$ cat src/rtl/alu_pkg.sv
// Shared encodings for the ALU control stage: ALUOp classes, R-type funct
// and I-type opcode values, and the 4-bit ALU control codes.
package alu_pkg;

    localparam logic [1:0] ALUOP_ADD   = 2'b00;
    localparam logic [1:0] ALUOP_SUB   = 2'b01;
    localparam logic [1:0] ALUOP_RTYPE = 2'b10;
    localparam logic [1:0] ALUOP_ITYPE = 2'b11;

    localparam logic [5:0] FUNCT_ADD = 6'b100000;
    localparam logic [5:0] FUNCT_SUB = 6'b100010;
    localparam logic [5:0] FUNCT_AND = 6'b100100;
    localparam logic [5:0] FUNCT_OR  = 6'b100101;
    localparam logic [5:0] FUNCT_SLT = 6'b101010;

    localparam logic [5:0] OP_ADDI = 6'b001000;
    localparam logic [5:0] OP_ANDI = 6'b001100;
    localparam logic [5:0] OP_ORI  = 6'b001101;
    localparam logic [5:0] OP_SLTI = 6'b001010;

    typedef enum logic [3:0] {
        CTRL_AND = 4'b0000,
        CTRL_OR  = 4'b0001,
        CTRL_ADD = 4'b0010,
        CTRL_SUB = 4'b0110,
        CTRL_SLT = 4'b0111
    } alu_ctrl_e;

    typedef enum logic [1:0] {
        OCC_EMPTY = 2'd0,
        OCC_ONE   = 2'd1,
        OCC_TWO   = 2'd2
    } occ_e;

endpackage

$ cat src/rtl/alu_ctrl_if.sv
// Decode-request / ALU-control handshake bundle between ID and EX.
// master: the control stage; slave: the surrounding pipeline.
interface alu_ctrl_if #(
    parameter int TAG_W = 8
);
    logic             in_valid;
    logic             in_ready;
    logic [1:0]       in_aluop;
    logic [5:0]       in_funct;
    logic [5:0]       in_opcode;
    logic [TAG_W-1:0] in_tag;
    logic             out_valid;
    logic             out_ready;
    logic [3:0]       alu_ctrl;
    logic [TAG_W-1:0] out_tag;
    logic             out_illegal;

    modport master (
        input  in_valid, in_aluop, in_funct, in_opcode, in_tag, out_ready,
        output in_ready, out_valid, alu_ctrl, out_tag, out_illegal
    );

    modport slave (
        output in_valid, in_aluop, in_funct, in_opcode, in_tag, out_ready,
        input  in_ready, out_valid, alu_ctrl, out_tag, out_illegal
    );
endinterface

$ cat src/rtl/alu_ctrl_decode.sv
// Combinational ALUOp/funct/opcode -> ALU control decode; unsupported
// encodings fall back to ADD and raise illegal.
module alu_ctrl_decode
    import alu_pkg::*;
(
    input  logic [1:0] aluop,
    input  logic [5:0] funct,
    input  logic [5:0] opcode,
    output alu_ctrl_e  ctrl,
    output logic       illegal
);

    always_comb begin
        // NOTE: defaults first so every path assigns every output; no latch.
        ctrl    = CTRL_ADD;
        illegal = 1'b0;
        unique case (aluop)
            ALUOP_ADD: ctrl = CTRL_ADD;
            ALUOP_SUB: ctrl = CTRL_SUB;
            ALUOP_RTYPE: begin
                case (funct)
                    FUNCT_ADD: ctrl = CTRL_ADD;
                    FUNCT_SUB: ctrl = CTRL_SUB;
                    FUNCT_AND: ctrl = CTRL_AND;
                    FUNCT_OR:  ctrl = CTRL_OR;
                    FUNCT_SLT: ctrl = CTRL_SLT;
                    default:   illegal = 1'b1;
                endcase
            end
            ALUOP_ITYPE: begin
                case (opcode)
                    OP_ADDI: ctrl = CTRL_ADD;
                    OP_ANDI: ctrl = CTRL_AND;
                    OP_ORI:  ctrl = CTRL_OR;
                    OP_SLTI: ctrl = CTRL_SLT;
                    default: illegal = 1'b1;
                endcase
            end
            default: ctrl = CTRL_ADD;
        endcase
    end

endmodule

$ cat src/rtl/alu_ctrl_stage.sv
// ALU control stage: decode followed by a registered 2-entry skid buffer.
// Optional macro ALU_CTRL_ILLEGAL_CNT_EN adds a saturating illegal_count output.
module alu_ctrl_stage
    import alu_pkg::*;
#(
    parameter int TAG_W     = 8,
    parameter int ILL_CNT_W = 16
) (
    input  logic                 clk,
    input  logic                 reset,
    input  logic                 flush,
    alu_ctrl_if.master           bus
`ifdef ALU_CTRL_ILLEGAL_CNT_EN
    ,
    output logic [ILL_CNT_W-1:0] illegal_count
`endif
);

    typedef struct packed {
        logic [3:0]       ctrl;
        logic             illegal;
        logic [TAG_W-1:0] tag;
    } entry_t;

    localparam entry_t ENTRY_RST = '{ctrl: CTRL_ADD, illegal: 1'b0, tag: '0};

    alu_ctrl_e dec_ctrl;
    logic      dec_illegal;
    entry_t    new_entry;
    entry_t    head_q, head_d, skid_q, skid_d;
    occ_e      occ_q, occ_d;
    logic      ready_q;
    logic      accept, pop;

    alu_ctrl_decode u_decode (
        .aluop   (bus.in_aluop),
        .funct   (bus.in_funct),
        .opcode  (bus.in_opcode),
        .ctrl    (dec_ctrl),
        .illegal (dec_illegal)
    );

    assign accept    = bus.in_valid & ready_q;
    assign pop       = (occ_q != OCC_EMPTY) & bus.out_ready;
    assign new_entry = '{ctrl: dec_ctrl, illegal: dec_illegal, tag: bus.in_tag};

    always_comb begin
        occ_d  = occ_q;
        head_d = head_q;
        skid_d = skid_q;
        unique case (occ_q)
            OCC_EMPTY: begin
                if (accept) begin
                    head_d = new_entry;
                    occ_d  = OCC_ONE;
                end
            end
            OCC_ONE: begin
                if (accept && pop) begin
                    head_d = new_entry;
                end else if (accept) begin
                    skid_d = new_entry;
                    occ_d  = OCC_TWO;
                end else if (pop) begin
                    occ_d = OCC_EMPTY;
                end
            end
            OCC_TWO: begin
                if (pop) begin
                    head_d = skid_q;
                    occ_d  = OCC_ONE;
                end
            end
            default: occ_d = OCC_EMPTY;
        endcase
        // Flush only clears occupancy; stale data behind it is never shown.
        if (flush) occ_d = OCC_EMPTY;
    end

    always_ff @(posedge clk) begin
        // NOTE: non-blocking assignments for all registered state.
        if (reset) begin
            occ_q   <= OCC_EMPTY;
            ready_q <= 1'b1;
            // NOTE: data registers are reset too so outputs are never X after reset.
            head_q  <= ENTRY_RST;
            skid_q  <= ENTRY_RST;
        end else begin
            occ_q   <= occ_d;
            ready_q <= (occ_d != OCC_TWO);
            head_q  <= head_d;
            skid_q  <= skid_d;
        end
    end

    assign bus.in_ready    = ready_q;
    assign bus.out_valid   = (occ_q != OCC_EMPTY);
    assign bus.alu_ctrl    = head_q.ctrl;
    assign bus.out_tag     = head_q.tag;
    assign bus.out_illegal = head_q.illegal;

`ifdef ALU_CTRL_ILLEGAL_CNT_EN
    always_ff @(posedge clk) begin
        if (reset) begin
            illegal_count <= '0;
        end else if (accept && dec_illegal && (illegal_count != '1)) begin
            illegal_count <= illegal_count + 1'b1;
        end
    end
`endif

endmodule

$ cat src/flat_wrapper.sv
// flat-port wrapper written by rule: the top's interface ports become plain ports
module alu_ctrl_stage_flat import alu_pkg::*;
#(
    parameter int TAG_W     = 8,
    parameter int ILL_CNT_W = 16
)
  (clk, reset, flush, bus_in_valid, bus_in_aluop, bus_in_funct, bus_in_opcode, bus_in_tag, bus_out_ready, bus_in_ready, bus_out_valid, bus_alu_ctrl, bus_out_tag, bus_out_illegal);
  alu_ctrl_if #(.TAG_W(TAG_W)) bus_i ();
  input  logic clk;
  input  logic reset;
  input  logic flush;
  input wire logic [$bits(bus_i.in_valid)-1:0] bus_in_valid;
  input wire logic [$bits(bus_i.in_aluop)-1:0] bus_in_aluop;
  input wire logic [$bits(bus_i.in_funct)-1:0] bus_in_funct;
  input wire logic [$bits(bus_i.in_opcode)-1:0] bus_in_opcode;
  input wire logic [$bits(bus_i.in_tag)-1:0] bus_in_tag;
  input wire logic [$bits(bus_i.out_ready)-1:0] bus_out_ready;
  output wire logic [$bits(bus_i.in_ready)-1:0] bus_in_ready;
  output wire logic [$bits(bus_i.out_valid)-1:0] bus_out_valid;
  output wire logic [$bits(bus_i.alu_ctrl)-1:0] bus_alu_ctrl;
  output wire logic [$bits(bus_i.out_tag)-1:0] bus_out_tag;
  output wire logic [$bits(bus_i.out_illegal)-1:0] bus_out_illegal;
  assign bus_i.in_valid = bus_in_valid;
  assign bus_i.in_aluop = bus_in_aluop;
  assign bus_i.in_funct = bus_in_funct;
  assign bus_i.in_opcode = bus_in_opcode;
  assign bus_i.in_tag = bus_in_tag;
  assign bus_i.out_ready = bus_out_ready;
  assign bus_in_ready = bus_i.in_ready;
  assign bus_out_valid = bus_i.out_valid;
  assign bus_alu_ctrl = bus_i.alu_ctrl;
  assign bus_out_tag = bus_i.out_tag;
  assign bus_out_illegal = bus_i.out_illegal;
  alu_ctrl_stage #(.TAG_W(TAG_W), .ILL_CNT_W(ILL_CNT_W)) u_core (.clk(clk), .reset(reset), .flush(flush), .bus(bus_i));
endmodule
$ cat config.mk
export PLATFORM = sky130hd
export DESIGN_NAME = alu_ctrl_stage_flat
export DESIGN_NICKNAME = d
export VERILOG_FILES = /design/src/rtl/alu_pkg.sv /design/src/rtl/alu_ctrl_if.sv /design/src/rtl/alu_ctrl_decode.sv /design/src/rtl/alu_ctrl_stage.sv /design/src/flat_wrapper.sv
export SDC_FILE = /design/constraint.sdc
export NUM_CORES = 1
export LEC_CHECK = 0
export ABC_AREA = 1
export BUFFER_PORTS_ARGS = -buffer_cell sky130_fd_sc_hd__buf_2
export CELL_PAD_IN_SITES_DETAIL_PLACEMENT = 1
export CELL_PAD_IN_SITES_GLOBAL_PLACEMENT = 1
export CORE_ASPECT_RATIO = 0.6
export CORE_MARGIN = 5
export CORE_UTILIZATION = 31
export CTS_BUF_LIST = sky130_fd_sc_hd__clkbuf_8 sky130_fd_sc_hd__clkbuf_16
export DETAILED_ROUTE_END_ITERATION = 16
export GPL_TIMING_DRIVEN = 0
export PLACE_DENSITY_LB_ADDON = 0.1
export SETUP_SLACK_MARGIN = 0.5
export SLEW_MARGIN = 20
export SYNTH_ARGS = -nofsm -noshare
export SYNTH_HDL_FRONTEND = slang
export SYNTH_HIERARCHICAL = 1
export SYNTH_SLANG_ARGS = --single-unit
$ cat constraint.sdc
create_clock -name clk -period 1.24 [get_ports clk]
set_input_delay 0.124 -clock clk [delete_from_list [all_inputs] [get_ports clk]]
set_output_delay 0.124 -clock clk [all_outputs]
set_load 0.05 [all_outputs]
======== Yosys cells after proc, flatten, opt, wreduce, memory -nomap -nowiden ========
Index checks and enable logic that the tools add are counted.
word-level totals
  register bits after elaboration ......... 29
  output and inout bits ................... 15
  logic and storage cells ................. 55
cells by class
  equality and inequality tests ........... 18
  muxes and demuxes ....................... 17
  bitwise operators ....................... 3
  reduce and logical (&&, ||, !) cells .... 9
operators with widths
  cell                number
  $mux 13             3
  $pmux 13 s3         1
  $eq 6x6->1 const B  5
  $eq 6x4->1 const B  4
  $pmux 4 s4          1
  $mux 2              6
  $pmux 3 s4          1
  $pmux 3 s3          1
  $eq 2x2->1 const B  3
  $ne 2x1->1 const B  3
  $pmux 2 s3          1
  $reduce_or 5->1     1
  $eq 2x1->1 const B  2
  $logic_not 2->1     2
  $reduce_and 4->1    1
  $reduce_or 4->1     1
  $reduce_and 3->1    1
  $reduce_bool 3->1   1
  $and 1x1->1         2
  $mux 1              2
  $ne 2x2->1 const B  1
  $pmux 1 s2          1
  $reduce_bool 2->1   1
  $logic_and 1x1->1   1
  $not 1->1           1

======== Depth between registers and ports, before layout ========
Gate-level depths: netlist of the first run.
  depth after elaboration ................. 8
  gate-level depth with buffers ........... 12
  gate-level depth less buffers ........... 12

======== Modules after synthesis ========
Netlist of the first run, hierarchy kept.
by module, submodules not included
  module           times used  cells an instance  area each (um2)
  alu_ctrl_stage   1           203                1337.5
  alu_ctrl_decode  1           54                 261.5

======== Least setup slack after synthesis of the first run ========
Ideal clock, no wire load.
  path kind ............................... register to register
  from .................................... register u_core.ready_q (netlist: u_core/bus.in_ready)
  to ...................................... register u_core/skid_q[10] (netlist bit)
  arrival time ............................ 1.393 ns
  required time ........................... 1.115 ns
  slack ................................... -0.278 ns
  stages on the path, launching flop included .. 7
  buffers on the path ..................... 1
  period minus slack after synthesis ...... 1.518 ns
  path through ............................ dfxtp_1 > nand2_1 > nor2_1 > nand2_2 > buf_2 > nand2_1 > o211ai_2
between the ends
  word-level cells in the longest chain between the ends .. 4
RTL lines
  what                          RTL line              source
  start, declared               alu_ctrl_stage.sv:32  logic ready_q;
  start signal, assigned        alu_ctrl_stage.sv:90  ready_q <= (occ_d != OCC_TWO);
  $and 1x1->1 *                 alu_ctrl_stage.sv:43  assign accept = bus.in_valid & ready_q;
  $logic_and 1x1->1             alu_ctrl_stage.sv:59  if (accept && pop) begin
  $not 1->1 (no line)           n/a
  $reduce_and 3->1 (no line) *  n/a
  end signal, assigned          alu_ctrl_stage.sv:92  skid_q <= skid_d;
  end, declared                 alu_ctrl_stage.sv:30  entry_t head_q, head_d, skid_q, skid_d;
Mark *: on every way between the ends. The rest lies on a longest branch, timed or not.
A chain may end at the register's enable or synchronous reset.

======== Worst setup path in the final report of the first run ========
  from .................................... register u_core.occ_q[1]
  to ...................................... register u_core/skid_q[6] (netlist bit)
between the ends
  word-level cells in the longest chain between the ends .. 5
  elaborated cells between the ends (all ways) .. 6
RTL lines
  what                          RTL line              source
  start, declared               alu_ctrl_stage.sv:31  occ_e occ_q, occ_d;
  start signal, assigned        alu_ctrl_stage.sv:83  occ_q <= OCC_EMPTY;
  start signal, assigned        alu_ctrl_stage.sv:89  occ_q <= occ_d;
  $reduce_bool 2->1             alu_ctrl_stage.sv:44  assign pop = (occ_q != OCC_EMPTY) & bus.out_ready;
  $and 1x1->1                   alu_ctrl_stage.sv:44
  $logic_and 1x1->1             alu_ctrl_stage.sv:59
  $not 1->1 (no line)           n/a
  $reduce_and 3->1 (no line) *  n/a
Marks and branches as above.

==> flow_metrics.py, run 1 <==
metrics = {
    "outcome": {
        "status": "complete, no violations",
    },
    "worst_setup_path": {
        "worst_ep_arrival_time_ns": 1.34,
        "required_ns": 1.38,
        "worstSetupEndpointType": "register",
        "timing_worst_setup_path_type": "register to register",
        "worst-path-max-fanout": 10,
        "crit_path_start_kind": "register",
    },
    "floorplanning": {
        "rows": 20,
        "die_x_um": 103,
        "die_h_um": 65.6,
        "die-area_um2": 6740,
        "io_pins": 42,
        "core_area_um2": 5030,
        "initial_core_util_pct": 31.8,
    },
    "timing": {
        "rsz0062_at_grt": "yes",
        "setup_ws_ns": 0.0364,
        "finClkSkew_ns": 0.00980,
        "finalCritPeriodShare_pct": 97.1,
        "fmax_mhz": 831,
        "hold_violations": 0,
        "fin_crit_ns": 1.20,
        "finalMaxSlewViolations": 0,
        "setup_viol": 0,
    },
    "placement": {
        "gp_congestion": 0.761,
        "hpwlAfterDp_um": 3680,
        "preCtsSetupSlack_ns": -0.126,
        "dp_cells": 364,
        "portBuffers": 41,
    },
    "cells_and_area": {
        "syn_to_final_growth_pct": 49.5,
        "drive_gt1_share_pct": 40.6,
        "layout_commonest_cell": "nand2_1",
        "fin_cells": 381,
        "final_cell_mix": "79 x nand2_1, 28 x inv_1, 27 x buf_2",
        "antenna_cells": 0,
        "final_net_count": 341,
    },
    "yosys": {
        "ys_seq_elements": 29,
        "avgSynthCellArea_um2": 6.22,
        "yosysTopAreaCell": "dfxtp_1",
        "synth_cell_types": 23,
        "ys_warn_count": 6,
        "synth_area_leaders": "dfxtp_1 36%, nand2_1 22%, nor2_1 8.0%",
        "synth_top_area_share_pct": 36.3,
        "synth_area_um2": 1600,
        "ys_seq_area_share_pct": 36.3,
        "synth_cells": 257,
        "syn_nets": 284,
    },
    "clock_tree": {
        "cts_sinks": 29,
        "worst_skew_pair.late_latency_ns": 0.28,
        "root_buffer": "clkbuf_8",
        "cts_buffer_depth": 2,
        "cts_buffers": 5,
        "htreeDepth": 2,
        "cts_tree": "built",
        "cts.clk_slew.worst_paths_ns": 0.06,
    },
    "global_route": {
        "grt_pass1_vias": 1664,
        "grt_pass1_wl_um": 8110,
        "grt_usage_pct": 15.6,
        "grt_start_max_net_pins": 11,
        "grt_overflow_total": 0,
        "antenna_found_initial": 0,
    },
    "power": {
        "total_power_mw": 2.61,
        "leakage_nw": 1.17,
        "p_per_area_nw_per_um2": 1090,
        "vdd_drop_max_v": 0.000685,
    },
    "drt": {
        "drt_iter0_drc": 49,
        "remaining_drc_errors": 0,
        "viasPerCell": 4.43,
        "firstDrtPassIters": 4,
        "via_count": 1689,
        "post_drt_wl_per_cell_um": 13.4,
        "wirelength_um": 5100,
        "ant_nets": 0,
    },
    "hold_path": {
        "hold_class": "input pin to register",
    },
    "job": {
        "max_cap_violations": 0,
    },
}
[worst max-delay path, stage by stage, from the launching register on]
cell and delay, ns:
dfxtp_4 0.38, buf_4 0.15, nor2_4 0.17, nand2_4 0.10, buf_6 0.15, nand2_1 0.06
a21oi_1 0.06
[metal layers]
metal | GRT usage (%) | wire, um
met2 | 21.3 | 2120
met1 | 24.1 | 2780
met3 | 3.82 | 178
met4 | 3.44 | 17
met5 | 0 | 0
[logic make-up (layout without fill, tap and decap cells)]
kind of cell,Yosys count,after routing,share of synthesized area [%]
AOI/OAI and AO/OA,20,20,6.89
DFF,29,29,36.3
and+or+nand+nor,166,166,44.8
other,1,1,0.235
buffers and inverters,41,99,11.7
[synth_stat cells (all sizes together)]
| cell | n |
|---|---|
| dfxtp | 29 |
| clkbuf | 1 |
| o211ai | 1 |
| buf | 9 |
| conb | 1 |
| nand3 | 23 |
| a31oi | 2 |
| nand3b | 1 |
| nand4 | 2 |
| o21ai | 3 |
| nor2 | 42 |
| nor3b | 1 |
| inv | 31 |
| nand2 | 97 |
| a21oi | 14 |
[through the flow]
stage	setup TNS (ns)	hold slack [ns]	cell area [um^2]	util (%)
finish	0	0.0487	2390	47.5
floorplan	0	0.193	1650	-
detailed placement	-0.870	0.335	1940	38.6
global placement	-0.571	0.333	1940	38.6
global route	-0.226	0.0422	2390	47.5
CTS	0	0.0383	2270	45.1
[layout make-up]
cell class | instances | area [um^2]
plain buffers | 10 | 95.1
well taps | 66 | 82.6
clock buffers | 6 | 82.6
clock inverters | 2 | 33.8
fillers | 671 | 2640
inverters | 31 | 124
flip-flops and latches | 29 | 607
repair buffers | 50 | 423
multi-input cells | 187 | 942
[state kept, by name (all words and copies together) (netlist names)]
signal / flops
u_core/occ_q: 2
u_core/bus.out_illegal: 1
u_core/skid_q: 13
u_core/bus.out_tag: 8
u_core/bus.in_ready: 1
u_core/bus.alu_ctrl: 4
[worst paths after layout]
check	depth (start not counted)	startpoint	to	slack [ns]
setup reg to reg	6	u_core/occ_q[1]	u_core/skid_q[6]	0.04
hold reg to reg	2	u_core/skid_q[0]	u_core/skid_q[0]	0.46
setup / recovery	6	u_core/occ_q[1]	u_core/skid_q[6]	0.04
hold / removal	2	reset	u_core/skid_q[0]	0.05
[what timing repair did]
action                                  CTS  global route
hold buffers                              0             0
cloned                                    0             0
gates resized for setup                  67            25
pin swaps                                 6             6
setup buffers                             4             5
endpoints found under the setup margin   44            44
[report_power, final]
part | leakage, nW | total [mW] | switching, mW | internal, mW
Clock | 0.0626 | 1.02 | 0.369 | 0.647
Sequential | 0.242 | 1.01 | 0.0375 | 0.975
Combinational | 0.867 | 0.586 | 0.351 | 0.235
Total | 1.17 | 2.61 | 0.757 | 1.86
Power figures use the tool's default switching activity.
==> run 2: changes to the inputs <==
--- a/config.mk
+++ b/config.mk
@@ -11,11 +11,11 @@
 export CELL_PAD_IN_SITES_GLOBAL_PLACEMENT = 1
 export CORE_ASPECT_RATIO = 0.6
 export CORE_MARGIN = 5
-export CORE_UTILIZATION = 31
+export CORE_UTILIZATION = 35
 export CTS_BUF_LIST = sky130_fd_sc_hd__clkbuf_8 sky130_fd_sc_hd__clkbuf_16
 export DETAILED_ROUTE_END_ITERATION = 16
 export GPL_TIMING_DRIVEN = 0
-export PLACE_DENSITY_LB_ADDON = 0.1
+export PLACE_DENSITY = 0.88
 export SETUP_SLACK_MARGIN = 0.5
 export SLEW_MARGIN = 20
 export SYNTH_ARGS = -nofsm -noshare
==> run 2 against run 1 <==
Compared with the run above: the run now ends with negative setup slack left; clock-buffer cell count stayed put; combinational power is 15% higher; final area is 13% higher; largest power group unchanged; highest routed layer unchanged.
==> flow_metrics.py, run 2 (synthesis gave the netlist of run 1 again) <==
metrics = {
    "outcome": {
        "status": "finished with violations",
        "violations": "negative setup slack",
    },
    "timing": {
        "finClkSkew_ns": 0.0140,
        "rsz0062_at_grt": "yes",
        "setup_viol": 20,
        "hold_violations": 0,
        "setup_ws_ns": -0.111,
        "fin_crit_ns": 1.35,
        "finalMaxSlewViolations": 0,
        "fmax_mhz": 740,
        "slew_headroom_pct": 54.5,
        "finalCritPeriodShare_pct": 109,
        "setup_tns_ns": -0.849,
        "worst_pin_slew_ns": 0.683,
    },
    "drt": {
        "via_count": 2056,
        "remaining_drc_errors": 0,
        "drt_iter0_drc": 137,
        "ant_nets": 0,
        "post_drt_wl_per_cell_um": 20.6,
        "wirelength_um": 8100,
        "firstDrtPassIters": 5,
        "viasPerCell": 5.23,
    },
    "floorplanning": {
        "die-area_um2": 6060,
        "rows": 19,
        "die_h_um": 62.4,
        "core_area_um2": 4490,
        "die_x_um": 97.3,
        "io_pins": 42,
        "initial_core_util_pct": 35.6,
    },
    "global_route": {
        "grt_pass1_wl_um": 10700,
        "grt_pass1_vias": 2026,
        "antenna_found_initial": 0,
        "grt_start_max_net_pins": 11,
        "grt_usage_pct": 22.7,
        "grt_overflow_total": 0,
    },
    "power": {
        "p_sw_mw": 0.896,
        "seqPwrFrac_pct": 35.7,
        "leakage_nw": 1.28,
        "swShare_pct": 31.4,
        "combPwrFrac_pct": 23.6,
        "clkPwrFrac_pct": 40.7,
        "internal-power_mw": 1.96,
        "vdd_drop_max_v": 0.000636,
        "p_per_area_nw_per_um2": 1060,
    },
    "clock_tree": {
        "root_buffer": "clkbuf_8",
        "worst_skew_pair.late_latency_ns": 0.32,
        "cts_buffers": 5,
        "cts_buffer_depth": 2,
        "htreeDepth": 2,
        "cts_hold_buf": 0,
        "cts_tree": "built",
        "cts_sinks": 29,
        "cts.clk_slew.worst_paths_ns": 0.07,
    },
    "cells_and_area": {
        "largest_register_ffs": 13,
        "fin_cells": 393,
        "final_cell_mix": "60 x nand2_1, 30 x nand2_2, 28 x buf_2",
        "final_net_count": 356,
        "antenna_cells": 0,
        "syn_to_final_growth_pct": 68.8,
        "layout_commonest_cell": "nand2_1",
        "drive_gt1_share_pct": 51.8,
        "fin_area_um2": 2700,
        "top_register": "u_core/skid_q",
    },
    "worst_setup_path": {
        "worst_ep_arrival_time_ns": 1.55,
        "startpoint": "u_core/occ_q[1]",
        "timing_worst_setup_path_type": "register to register",
        "slowest_delay_ns": 0.38,
        "cpMaxStageDelayCell": "dfxtp_4",
        "timing.critical_path.mode_cell": "nor2_1",
        "crit_chain": "buf_12, o21ai_4, nand3_4, buf_6, nor2_1, nor2_1",
        "worstSetupEndpointType": "register",
        "worstReg2RegStart": "u_core/occ_q[1]",
        "crit_path_start_kind": "register",
        "required_ns": 1.44,
        "worst-path-max-fanout": 10,
    },
    "placement": {
        "dp_cells": 361,
        "gp_congestion": 0.759,
        "preCtsSetupSlack_ns": -0.0916,
        "hpwlAfterDp_um": 3560,
        "portBuffers": 41,
        "post_dp_cell_area_um2": 1940,
    },
    "hold_path": {
        "hold_class": "input pin to register",
        "holdCritStartpoint": "reset",
    },
    "job": {
        "max_cap_violations": 0,
    },
}
-- run 2: changes by cell type in the layout (fill, tap and decap cells not counted), moves of 3 or more --
cell	before	now
buf_6	7	14
nand2_1	79	60
nand2_4	3	7
nand2_2	15	30
buf_4	10	13
a21oi_2	1	6
nand3_1	20	17
a21oi_1	13	8
-- run 2: per-layer routing --
metal | track usage [%] | share of wire, % | vias to the layer above
met2 | 39.0 | 49 | 99
met3 | 5.70 | 7.9 | 27
met1 | 27.3 | 40 | 996
li1 | - | - | 934
met4 | 9.15 | 2.7 | 0
met5 | 0 | 0 | -
-- run 2: what timing repair did --
item                                    in CTS  in global routing
cloned                                       3                  1
buffers inserted                            11                  9
gates resized for setup                    110                 30
pin swaps                                   38                 11
endpoints found under the setup margin      44                 44
-- run 2: path summary, 6_finish.rpt --
check	endpoint	slack, ns	cells past startpoint
worst min register to register	u_core/skid_q[7]	0.49	2
worst max-delay path	u_core/bus.out_illegal	-0.11	6
worst max register to register	u_core/bus.out_illegal	-0.11	6
worst min-delay path	u_core/skid_q[0]	0.02	2
-- run 2: per-stage QoR --
step           power, mW  hold WS [ns]  utilization, %
6_report            2.85        0.0233            60.1
5_1_grt             2.97        0.0197            60.1
4_1_cts             2.72        0.0419            55.4
3_5_place_dp        1.48         0.332            43.1
3_3_place_gp        1.47         0.328            43.1
2_1_floorplan       1.34         0.193               -
-- run 2: critical path, delay by kind of cell (launching register included) --
family | cells | cell delay, ns
flops | 1 | 0.38
simple gates | 3 | 0.35
buf+inv | 2 | 0.31
compound gates | 1 | 0.19
-- run 2: power groups by stage --
| stage | combinational (mW) | sequential (mW) | clock [mW] |
|---|---|---|---|
| final | 0.672 | 1.02 | 1.16 |
| after global routing | 0.715 | 1.02 | 1.23 |
| after CTS | 0.581 | 1.01 | 1.13 |
| after detailed placement | 0.467 | 1.01 | 0 |
| after global placement | 0.459 | 1.01 | 0 |
| after floorplan | 0.206 | 1.13 | 0 |
-- run 2: final cells by class --
type	instances	area, um^2
buffer	10	103
clock buffer	6	93.8
clock inverter	2	35.0
fill	556	1790
inverter	31	124
multi-input combinational	187	1060
sequential	29	611
tap	63	78.8
timing repair buffer	65	597
==> run 3: changes to the inputs <==
--- a/config.mk
+++ b/config.mk
@@ -5,13 +5,12 @@
 export SDC_FILE = /design/constraint.sdc
 export NUM_CORES = 1
 export LEC_CHECK = 0
-export ABC_AREA = 1
 export BUFFER_PORTS_ARGS = -buffer_cell sky130_fd_sc_hd__buf_2
 export CELL_PAD_IN_SITES_DETAIL_PLACEMENT = 1
 export CELL_PAD_IN_SITES_GLOBAL_PLACEMENT = 1
 export CORE_ASPECT_RATIO = 0.6
-export CORE_MARGIN = 5
-export CORE_UTILIZATION = 35
+export CORE_MARGIN = 3
+export CORE_UTILIZATION = 38
 export CTS_BUF_LIST = sky130_fd_sc_hd__clkbuf_8 sky130_fd_sc_hd__clkbuf_16
 export DETAILED_ROUTE_END_ITERATION = 16
 export GPL_TIMING_DRIVEN = 0
==> run 3 against run 2 <==
Compared with the run above: the run still ends with negative setup slack left; final cell count decreased by 32%; critical path depth unchanged; register-to-register slack got worse by 0.40 ns; via count decreased by 22%.
==> flow_metrics.py, run 3 <==
metrics = {
    "drt": {
        "remaining_drc_errors": 0,
        "via_count": 1610,
        "firstDrtPassIters": 6,
        "post_drt_wl_per_cell_um": 29.3,
        "wirelength_um": 7780,
        "ant_nets": 0,
        "viasPerCell": 6.05,
        "drt_iter0_drc": 110,
    },
    "yosys": {
        "synth-main-ff-cell": "dfxtp_1",
        "synth_top_area_share_pct": 40.2,
        "ys_warn_count": 6,
        "avgSynthCellArea_um2": 9.96,
        "ys_seq_area_share_pct": 40.2,
        "synth_cells": 145,
        "post-synth-top-count-cell": "dfxtp_1",
        "synth_cell_types": 40,
        "yosys-top-cells-count": "29 x dfxtp_1, 26 x mux2i_1, 26 x nor2_1, 12 x a211oi_1, 4 x a21oi_1",
        "synth_edf_count": 0,
        "synth_area_leaders": "dfxtp_1 40%, mux2i_1 18%, nor2_1 6.8%",
        "yosysTopAreaCell": "dfxtp_1",
        "synth_area_um2": 1440,
        "ys_seq_elements": 29,
        "async_flop_share_pct": 0,
        "syn_nets": 172,
    },
    "timing": {
        "fin_crit_ns": 1.75,
        "hold_violations": 0,
        "worst_pin_slew_ns": 0.883,
        "slew_headroom_pct": 41.1,
        "fmax_mhz": 572,
        "finalMaxSlewViolations": 0,
        "finalCritPeriodShare_pct": 141,
        "setup_ws_ns": -0.508,
        "finClkSkew_ns": 0.00901,
        "setup_viol": 30,
        "rsz0062_at_grt": "yes",
    },
    "placement": {
        "post_dp_cell_area_um2": 1720,
        "hpwlAfterDp_um": 3050,
        "gp_congestion": 0.812,
        "portBuffers": 40,
        "dp_cells": 230,
    },
    "worst_setup_path": {
        "worstSetupEndpointType": "register",
        "worst-path-max-fanout": 5,
        "crit_chain": "nor2b_4, nor3b_4, buf_4, buf_8, mux2i_1, nor2_1",
        "cpMaxStageDelayCell": "dfxtp_4",
        "required_ns": 1.41,
        "slowest_delay_ns": 0.36,
        "worst_ep_arrival_time_ns": 1.92,
        "crit_path_start_kind": "register",
        "timing_worst_setup_path_type": "register to register",
    },
    "power": {
        "p_per_area_nw_per_um2": 1210,
        "total_power_mw": 3.00,
        "vdd_drop_max_v": 0.00101,
        "leakage_nw": 1.08,
    },
    "global_route": {
        "grt_overflow_total": 0,
        "grt_pass1_vias": 1674,
        "antenna_found_initial": 0,
        "grt_start_max_net_pins": 11,
        "grt_usage_pct": 32.7,
        "grt_pass1_wl_um": 10400,
    },
    "job": {
        "max_cap_violations": 0,
    },
    "cells_and_area": {
        "antenna_cells": 0,
        "fin_area_um2": 2480,
        "fin_cells": 266,
        "final_net_count": 247,
        "top_register": "u_core/skid_q",
        "syn_to_final_growth_pct": 71.9,
        "layout_commonest_cell": "buf_2",
        "final_cell_mix": "25 x buf_2, 23 x nor2_1, 21 x mux2i_1",
        "drive_gt1_share_pct": 61.5,
        "largest_register_ffs": 13,
    },
    "floorplanning": {
        "die-area_um2": 4600,
        "core_area_um2": 3440,
        "die_x_um": 85.6,
        "initial_core_util_pct": 41.9,
        "die_h_um": 53.7,
        "io_pins": 42,
        "rows": 16,
    },
    "outcome": {
        "status": "finished with violations",
        "violations": "negative setup slack",
    },
    "clock_tree": {
        "cts_buffer_depth": 2,
        "cts_tree": "built",
        "cts.clk_slew.worst_paths_ns": 0.08,
        "root_buffer": "clkbuf_8",
        "cts_buffers": 5,
        "htreeDepth": 2,
        "worst_skew_pair.late_latency_ns": 0.31,
        "cts_sinks": 29,
    },
    "hold_path": {
        "hold_class": "input pin to register",
    },
}
==> run 3: cell types whose count changed in the layout (fill, tap and decap cells not counted), moves of 12 or more <==
cell,delta
nand3_1,-17
a211oi_2,+12
nand2_2,-30
mux2i_1,+21
inv_1,-24
nand2_1,-58
==> run 3: cell families after synthesis <==
kind of cell / synth area share [%]
flops: 40.2
compound gates: 14.6
other cells: 0.260
buf+inv: 5.46
simple gates: 19.9
mux: 19.6
==> run 3: worst max-delay path: cells and delay by family, from the launching register on <==
kind,cells,cell delay [ns]
AND/OR/NAND/NOR,3,0.62
multiplexers,1,0.31
buffers and inverters,2,0.31
flip-flops,1,0.36
==> run 3: layer usage <==
metal	GRT usage (%)	vias up	wire length [um]
li1	-	668	-
met1	38.6	796	3130
met2	57.6	109	3830
met3	8.41	37	546
met4	14.2	0	280
met5	0	-	0
==> run 3: path summary, 6_finish.rpt <==
check,startpoint,end,slack (ns),cells after the start
min,flush,u_core/occ_q[0],0.04,2
max reg2reg,u_core/occ_q[0],u_core/skid_q[8],-0.51,6
max,u_core/occ_q[0],u_core/skid_q[8],-0.51,6
min reg2reg,u_core/skid_q[7],u_core/skid_q[7],0.53,2
==> run 3: report_power, final <==
group	leakage, nW	switching, mW	internal, mW
clock network	0.0681	0.464	0.799
registers	0.242	0.0413	0.973
logic	0.773	0.399	0.326
==> run 3: repair_timing <==
item                       4_1_cts  5_1_grt
resized for setup               79       33
hold endpoints to repair         1        0
pin swaps                        6        3
setup endpoints to repair       44       44
gates cloned                     2        0
setup buffers                   22        4
==> run 3: final cells by class <==
class | instances | area (um^2)
multi-input cells | 103 | 920
flip-flops and latches | 29 | 609
plain buffers | 10 | 90.1
well taps | 45 | 56.3
repair buffers | 68 | 662
inverters | 3 | 11.3
clock buffers | 5 | 68.8
clock inverters | 3 | 65.1
fillers | 340 | 961
==> run 3: stage by stage <==
| step | utilization (%) | worst slack (ns) | hold WS [ns] | setup TNS [ns] |
|---|---|---|---|---|
| floorplan | - | -0.143 | 0.193 | -1.95 |
| global placement | 49.8 | -0.219 | 0.294 | -4.06 |
| detailed placement | 49.8 | -0.355 | 0.304 | -6.34 |
| CTS | 67.7 | -0.250 | -0.00268 | -5.50 |
| global route | 72.1 | -0.514 | 0.0366 | -10.53 |
| finish | 72.1 | -0.508 | 0.0367 | -9.82 |
